<file path="src/rtl/cu_fsm_if.sv">
// rtl/cu_fsm_if.sv - control unit handshake bundle: decode fields in, datapath/memory enables out
interface cu_fsm_if;
  logic [6:0] cu_opcode;
  logic [2:0] func3;
  logic       intr;
  logic       csr_mie;
  logic       mem_rdy;
  logic       pc_write;
  logic       reg_write;
  logic       mem_rden1;
  logic       mem_rden2;
  logic       mem_we2;
  logic       csr_we;
  logic       int_taken;
  logic       mret_exec;
  logic [1:0] state;

  modport master (
    output cu_opcode, func3, intr, csr_mie, mem_rdy,
    input  pc_write, reg_write, mem_rden1, mem_rden2, mem_we2,
    input  csr_we, int_taken, mret_exec, state
  );

  modport slave (
    input  cu_opcode, func3, intr, csr_mie, mem_rdy,
    output pc_write, reg_write, mem_rden1, mem_rden2, mem_we2,
    output csr_we, int_taken, mret_exec, state
  );
endinterface

</file>
<file path="src/rtl/cu_fsm.sv">
// rtl/cu_fsm.sv - multicycle control unit: fetch/execute/writeback sequencing with interrupt entry
module cu_fsm (
  input  logic     clk,
  input  logic     rst_n,
  cu_fsm_if.slave  bus
);

  typedef enum logic [1:0] {
    FETCH = 2'd0,
    EXEC  = 2'd1,
    WB    = 2'd2,
    INTR  = 2'd3
  } state_t;

  localparam logic [6:0] OPC_LOAD   = 7'b0000011;
  localparam logic [6:0] OPC_STORE  = 7'b0100011;
  localparam logic [6:0] OPC_BRANCH = 7'b1100011;
  localparam logic [6:0] OPC_LUI    = 7'b0110111;
  localparam logic [6:0] OPC_AUIPC  = 7'b0010111;
  localparam logic [6:0] OPC_JAL    = 7'b1101111;
  localparam logic [6:0] OPC_JALR   = 7'b1100111;
  localparam logic [6:0] OPC_OP     = 7'b0110011;
  localparam logic [6:0] OPC_OP_IMM = 7'b0010011;
  localparam logic [6:0] OPC_SYSTEM = 7'b1110011;

  state_t state;
  logic   pending;
  logic   intr_q;
  logic   intr_edge;
  logic   take_intr;
  state_t boundary_state;

  logic is_load;
  logic is_store;
  logic is_branch;
  logic is_alu;
  logic is_system;

  // Opcode class decode shared by next-state and output logic
  always_comb begin
    is_load   = 1'b0;
    is_store  = 1'b0;
    is_branch = 1'b0;
    is_alu    = 1'b0;
    is_system = 1'b0;
    case (bus.cu_opcode)
      OPC_LOAD:   is_load   = 1'b1;
      OPC_STORE:  is_store  = 1'b1;
      OPC_BRANCH: is_branch = 1'b1;
      OPC_LUI, OPC_AUIPC, OPC_JAL, OPC_JALR, OPC_OP, OPC_OP_IMM:
                  is_alu    = 1'b1;
      OPC_SYSTEM: is_system = 1'b1;
      default:    ;
    endcase
  end

  // Where an instruction goes when it completes; an edge arriving in the
  // completion cycle itself is honoured immediately rather than one instruction later
  always_comb begin
    intr_edge      = bus.intr & ~intr_q;
    take_intr      = (pending | intr_edge) & bus.csr_mie;
    boundary_state = take_intr ? INTR : FETCH;
  end

  // State register, interrupt edge detector and pending flag
  always_ff @(posedge clk or negedge rst_n) begin
    if (!rst_n) begin
      state   <= FETCH;
      pending <= 1'b0;
      intr_q  <= 1'b0;
    end else begin
      intr_q <= bus.intr;
      // the INTR cycle consumes the request, but a fresh edge in that cycle re-arms it
      if (state == INTR) begin
        pending <= intr_edge;
      end else begin
        pending <= pending | intr_edge;
      end
      case (state)
        FETCH: begin
          if (bus.mem_rdy) begin
            state <= EXEC;
          end
        end
        EXEC: begin
          if (is_load) begin
            if (bus.mem_rdy) begin
              state <= WB;
            end
          end else if (is_store && !bus.mem_rdy) begin
            state <= EXEC;
          end else begin
            state <= boundary_state;
          end
        end
        WB:      state <= boundary_state;
        INTR:    state <= FETCH;
        default: state <= FETCH;
      endcase
    end
  end

  // Control outputs decoded from the current state; reset forces them all low without waiting for a clock
  always_comb begin
    bus.pc_write  = 1'b0;
    bus.reg_write = 1'b0;
    bus.mem_rden1 = 1'b0;
    bus.mem_rden2 = 1'b0;
    bus.mem_we2   = 1'b0;
    bus.csr_we    = 1'b0;
    bus.int_taken = 1'b0;
    bus.mret_exec = 1'b0;
    bus.state     = 2'd0;
    if (rst_n) begin
      bus.state = state;
      case (state)
        FETCH: bus.mem_rden1 = 1'b1;
        EXEC: begin
          if (is_load) begin
            bus.mem_rden2 = 1'b1;
          end else if (is_store) begin
            bus.mem_we2  = 1'b1;
            bus.pc_write = bus.mem_rdy;
          end else if (is_branch) begin
            bus.pc_write = 1'b1;
          end else if (is_alu) begin
            bus.pc_write  = 1'b1;
            bus.reg_write = 1'b1;
          end else if (is_system) begin
            bus.pc_write = 1'b1;
            if (bus.func3 == 3'd0) begin
              bus.mret_exec = 1'b1;
            end else begin
              bus.csr_we    = 1'b1;
              bus.reg_write = 1'b1;
            end
          end else begin
            bus.pc_write = 1'b1;
          end
        end
        WB: begin
          bus.pc_write  = 1'b1;
          bus.reg_write = 1'b1;
        end
        INTR: begin
          bus.pc_write  = 1'b1;
          bus.int_taken = 1'b1;
        end
        default: ;
      endcase
    end
  end

endmodule
</file>
<file path="src/flat_wrapper.sv">
// flat-port wrapper written by rule: the top's interface ports become plain ports
module cu_fsm_flat 
  (clk, rst_n, bus_cu_opcode, bus_func3, bus_intr, bus_csr_mie, bus_mem_rdy, bus_pc_write, bus_reg_write, bus_mem_rden1, bus_mem_rden2, bus_mem_we2, bus_csr_we, bus_int_taken, bus_mret_exec, bus_state);
  cu_fsm_if bus_i ();
  input  logic clk;
  input  logic rst_n;
  input wire logic [$bits(bus_i.cu_opcode)-1:0] bus_cu_opcode;
  input wire logic [$bits(bus_i.func3)-1:0] bus_func3;
  input wire logic [$bits(bus_i.intr)-1:0] bus_intr;
  input wire logic [$bits(bus_i.csr_mie)-1:0] bus_csr_mie;
  input wire logic [$bits(bus_i.mem_rdy)-1:0] bus_mem_rdy;
  output wire logic [$bits(bus_i.pc_write)-1:0] bus_pc_write;
  output wire logic [$bits(bus_i.reg_write)-1:0] bus_reg_write;
  output wire logic [$bits(bus_i.mem_rden1)-1:0] bus_mem_rden1;
  output wire logic [$bits(bus_i.mem_rden2)-1:0] bus_mem_rden2;
  output wire logic [$bits(bus_i.mem_we2)-1:0] bus_mem_we2;
  output wire logic [$bits(bus_i.csr_we)-1:0] bus_csr_we;
  output wire logic [$bits(bus_i.int_taken)-1:0] bus_int_taken;
  output wire logic [$bits(bus_i.mret_exec)-1:0] bus_mret_exec;
  output wire logic [$bits(bus_i.state)-1:0] bus_state;
  assign bus_i.cu_opcode = bus_cu_opcode;
  assign bus_i.func3 = bus_func3;
  assign bus_i.intr = bus_intr;
  assign bus_i.csr_mie = bus_csr_mie;
  assign bus_i.mem_rdy = bus_mem_rdy;
  assign bus_pc_write = bus_i.pc_write;
  assign bus_reg_write = bus_i.reg_write;
  assign bus_mem_rden1 = bus_i.mem_rden1;
  assign bus_mem_rden2 = bus_i.mem_rden2;
  assign bus_mem_we2 = bus_i.mem_we2;
  assign bus_csr_we = bus_i.csr_we;
  assign bus_int_taken = bus_i.int_taken;
  assign bus_mret_exec = bus_i.mret_exec;
  assign bus_state = bus_i.state;
  cu_fsm u_core (.clk(clk), .rst_n(rst_n), .bus(bus_i));
endmodule
</file>
<file path="config.mk">
export PLATFORM = sky130hd
export DESIGN_NAME = cu_fsm_flat
export DESIGN_NICKNAME = d
export VERILOG_FILES = /design/src/rtl/cu_fsm_if.sv /design/src/rtl/cu_fsm.sv /design/src/flat_wrapper.sv
export SDC_FILE = /design/constraint.sdc
export NUM_CORES = 1
export LEC_CHECK = 0
export CAP_MARGIN = 20
export CORE_AREA = 3 3 40 42
export CTS_CLUSTER_DIAMETER = 30
export DETAILED_ROUTE_END_ITERATION = 8
export DIE_AREA = 0 0 43 45
export PLACE_DENSITY = 0.77
export SETUP_SLACK_MARGIN = 0.15
export SYNTH_ARGS = -nofsm -noshare
export SYNTH_HDL_FRONTEND = slang
export SYNTH_SLANG_ARGS = --single-unit
export TNS_END_PERCENT = 30
</file>
<file path="constraint.sdc">
create_clock -name clk -period 2.9 [get_ports clk]
set_input_delay 0.29 -clock clk [delete_from_list [all_inputs] [get_ports clk]]
set_output_delay 0.29 -clock clk [all_outputs]
set_load 0.01 [all_outputs]
</file>
==> impl_metrics.csv <==
group,metric,value,unit
grt,overflow,0,
clocking,worstSkewPairLatency,0.23,ns
clocking,cts.reportedPaths.clkPinSlew,0.04,ns
route,firstDrtPassIters,3,
yosys,ys_ff_latch,4,
placed_design,place.gp.congestion,0.825,
timing,final.setup_skew,0.00277,ns
final_layout,layout.cells.non_filler,101,
timing,finalCriticalPeriod,2.38,ns
final_layout,final_core_util,61.2,%
route,route.detailed.wl_per_inst,13.6,um
yosys,yosys.cell_types.count,30,
flow_run,cap_violations,0,
placed_design,hpwl,1100,um
min_path,hold_class,"in2async",
timing,timing.final.crit_share,82.1,%
critical_path,crit_start,"bus_cu_opcode[4]",
clocking,cts-resized-gates,0,
yosys,ys.warnings.count,0,
clocking,post-cts-setup-buffer-count,0,
critical_path,cp_data_arrival_time,2.09,ns
clocking,cts-buffers-inserted,3,
timing,report.final.setup_viol,0,
timing,worstMarginPinSlew,0.379,ns
critical_path,regToRegSetupSlack,1.33,ns
yosys,portion_of_the_post_synthesis_area_used_by_sequential_elements,19.8,%
route,antenna_nets_post_route,0,
floorplan,horizontal_die_dimension,43,um
grt,antenna_found_initial,0,
power,leakage,0.323,nW
critical_path,crit_chain,"clkdlybuf4s50_1 > and4b_1 > o211ai_1 > a21oi_1 > o211a_1 > clkdlybuf4s50_1",
clocking,clock_sinks,4,
grt,largest_net_degree_at_the_start_of_global_routing,11,
yosys,synthesis.area,505,um2
grt,grt.total_usage,16.3,%
final_layout,final_layout_size_suffix_gt1_share,10.5,%
timing,finalSetupTns,0,ns
clocking,cts_root_buf,"sky130_fd_sc_hd__clkbuf_4",
clocking,ctsLongestPathBuffers,2,
critical_path,critical_path_class,"in2out",
placed_design,placed_instance_count,98,
grt,number_of_global_route_vias_before_repair,567,
floorplan,placementRows,13,
final_layout,area_growth,55.7,%
route,number_of_vias_after_detailed_routing,539,
clocking,post_cts_hold_buffer_count,0,
route,via_count_normalized_by_instance_count,5.34,
critical_path,worst_reg2reg_path_depth,6,
route,detailedRoute.firstIterationViolations,5,
yosys,synth_fp_nets,79,
route,drc_markers,0,
final_layout,fill_cells,125,
final_layout,finalNetCount,108,
power,power.density_cell_area,573,nW/um2
final_layout,antenna_cells,0,
critical_path,critical_path_most_common_cell,"sky130_fd_sc_hd__clkdlybuf4s50_1",
critical_path,crit_path_start_kind,"input port",
critical_path,crit_path_top_delay_cell,"sky130_fd_sc_hd__clkdlybuf4s50_1",
yosys,post_synth.cell_area_avg,8.57,um2
grt,grt_first_pass_wirelength,2350,um
clocking,clock_tree.htree_level_count,1,
floorplan,fp.dieArea,1940,um2
timing,drv_slew,0,
route,wl,1370,um
timing,finalHoldViolCount,0,
final_layout,layout.cells.most_common,"sky130_fd_sc_hd__clkdlybuf4s50_1",
timing,slew_headroom,74.7,%
critical_path,largest_fanout_on_the_critical_path,7,
outcome,status,"finished clean",
floorplan,num_io_pins,25,
final_layout,mostFrequentLayoutCells,"sky130_fd_sc_hd__clkdlybuf4s50_1 (24), sky130_fd_sc_hd__inv_1 (7), sky130_fd_sc_hd__nor2_1 (5), sky130_fd_sc_hd__nand2_1 (5), sky130_fd_sc_hd__ha_1 (5)",
critical_path,max_stage_delay,0.61,ns
timing,grt_setup_unrepaired,"false",
critical_path,cp_data_required_time,2.61,ns
critical_path,timing.rr.start,"u_core.state[1]",
timing,fmax,420,MHz
floorplan,floorplan.initialDensity,39.3,%
yosys,synth_edf_count,0,
critical_path,regToRegEndpoint,"u_core.state[0]",
critical_path,critical_path.endpoint_type,"output pin",
floorplan,core_area,1280,um2
floorplan,die_height,45,um
yosys,top_flip_flop_cell_by_instance_count_after_synthesis,"sky130_fd_sc_hd__dfrtp_1",
yosys,syn-instance-count,59,
yosys,async_flop_share,100,%
power,vdd.ir_drop.worst,511,uV
clocking,tritoncts,"built",
placed_design,port-buffer-count,24,
==> per-layer routing <==
metal | global-route usage, % | routed length, um | vias up
met5 | 0 | 0 | -
met4 | 9.04 | 0 | 0
met3 | 3.19 | 81 | 0
met2 | 27.8 | 650 | 22
met1 | 19.4 | 641 | 243
li1 | - | - | 274
==> cell families after synthesis <==
group	count (synthesis)	synth area share (%)
and+or+nand+nor	28	38.6
AOI/OAI and AO/OA	15	24.0
buffers and inverters	7	5.20
adders and majority gates	5	12.4
DFF	4	19.8
==> per-stage QoR <==
stage                     hold WS [ns]  power (mW)  area, um2  setup slack (ns)
after floorplan               -0.00559       0.273        505              1.46
after global placement           0.505       0.376        764             0.499
after detailed placement         0.511       0.383        764             0.510
after CTS                        0.336       0.455        787             0.497
after global routing             0.341       0.502        787             0.385
final                            0.347       0.451        787             0.519
==> power by group <==
group	internal (mW)	switching [mW]	total, mW
Sequential	0.0780	0.0184	0.0964
Clock	0.0461	0.0201	0.0662
Combinational	0.142	0.147	0.288
==> synthesized netlist by cell type, drive strengths merged (2+ instances only) <==
cell	n	area, um2
inv	7	26.3
ha	5	62.6
nand2	5	18.8
nor2	5	18.8
dfrtp	4	100
nor3	4	25.0
o211ai	3	22.5
a21oi	2	10.0
nand3	2	10.0
nor2b	2	12.5
o311a	2	20.0
==> flip-flops by register name, indices dropped and copies added (netlist names) <==
signal / flops
u_core.state: 2
u_core.pending: 1
u_core.intr_q: 1
==> cell type report <==
cell class	count	area, um2	share of cell area [%]
Tap cell	15	18.8	2.38
Timing Repair Buffer	24	240	30.5
Inverter	7	26.3	3.34
Sequential cell	4	100	12.7
Multi-Input combinational cell	48	379	48.2
Clock buffer	3	22.5	2.86
==> worst max-delay path by stage <==
stage,end,cells past startpoint
6_report,bus_reg_write,6
5_1_grt,bus_reg_write,6
4_1_cts,bus_reg_write,6
3_5_place_dp,bus_reg_write,6
3_3_place_gp,bus_reg_write,6
2_1_floorplan,bus_csr_we,4
==> worst max-delay path: cells and delay by family <==
family                 cells  cell delay, ns
AOI/OAI and AO/OA          3            0.49
and+or+nand+nor            1            0.23
buffers and inverters      2            1.08
(Power assumes the default switching activity.)
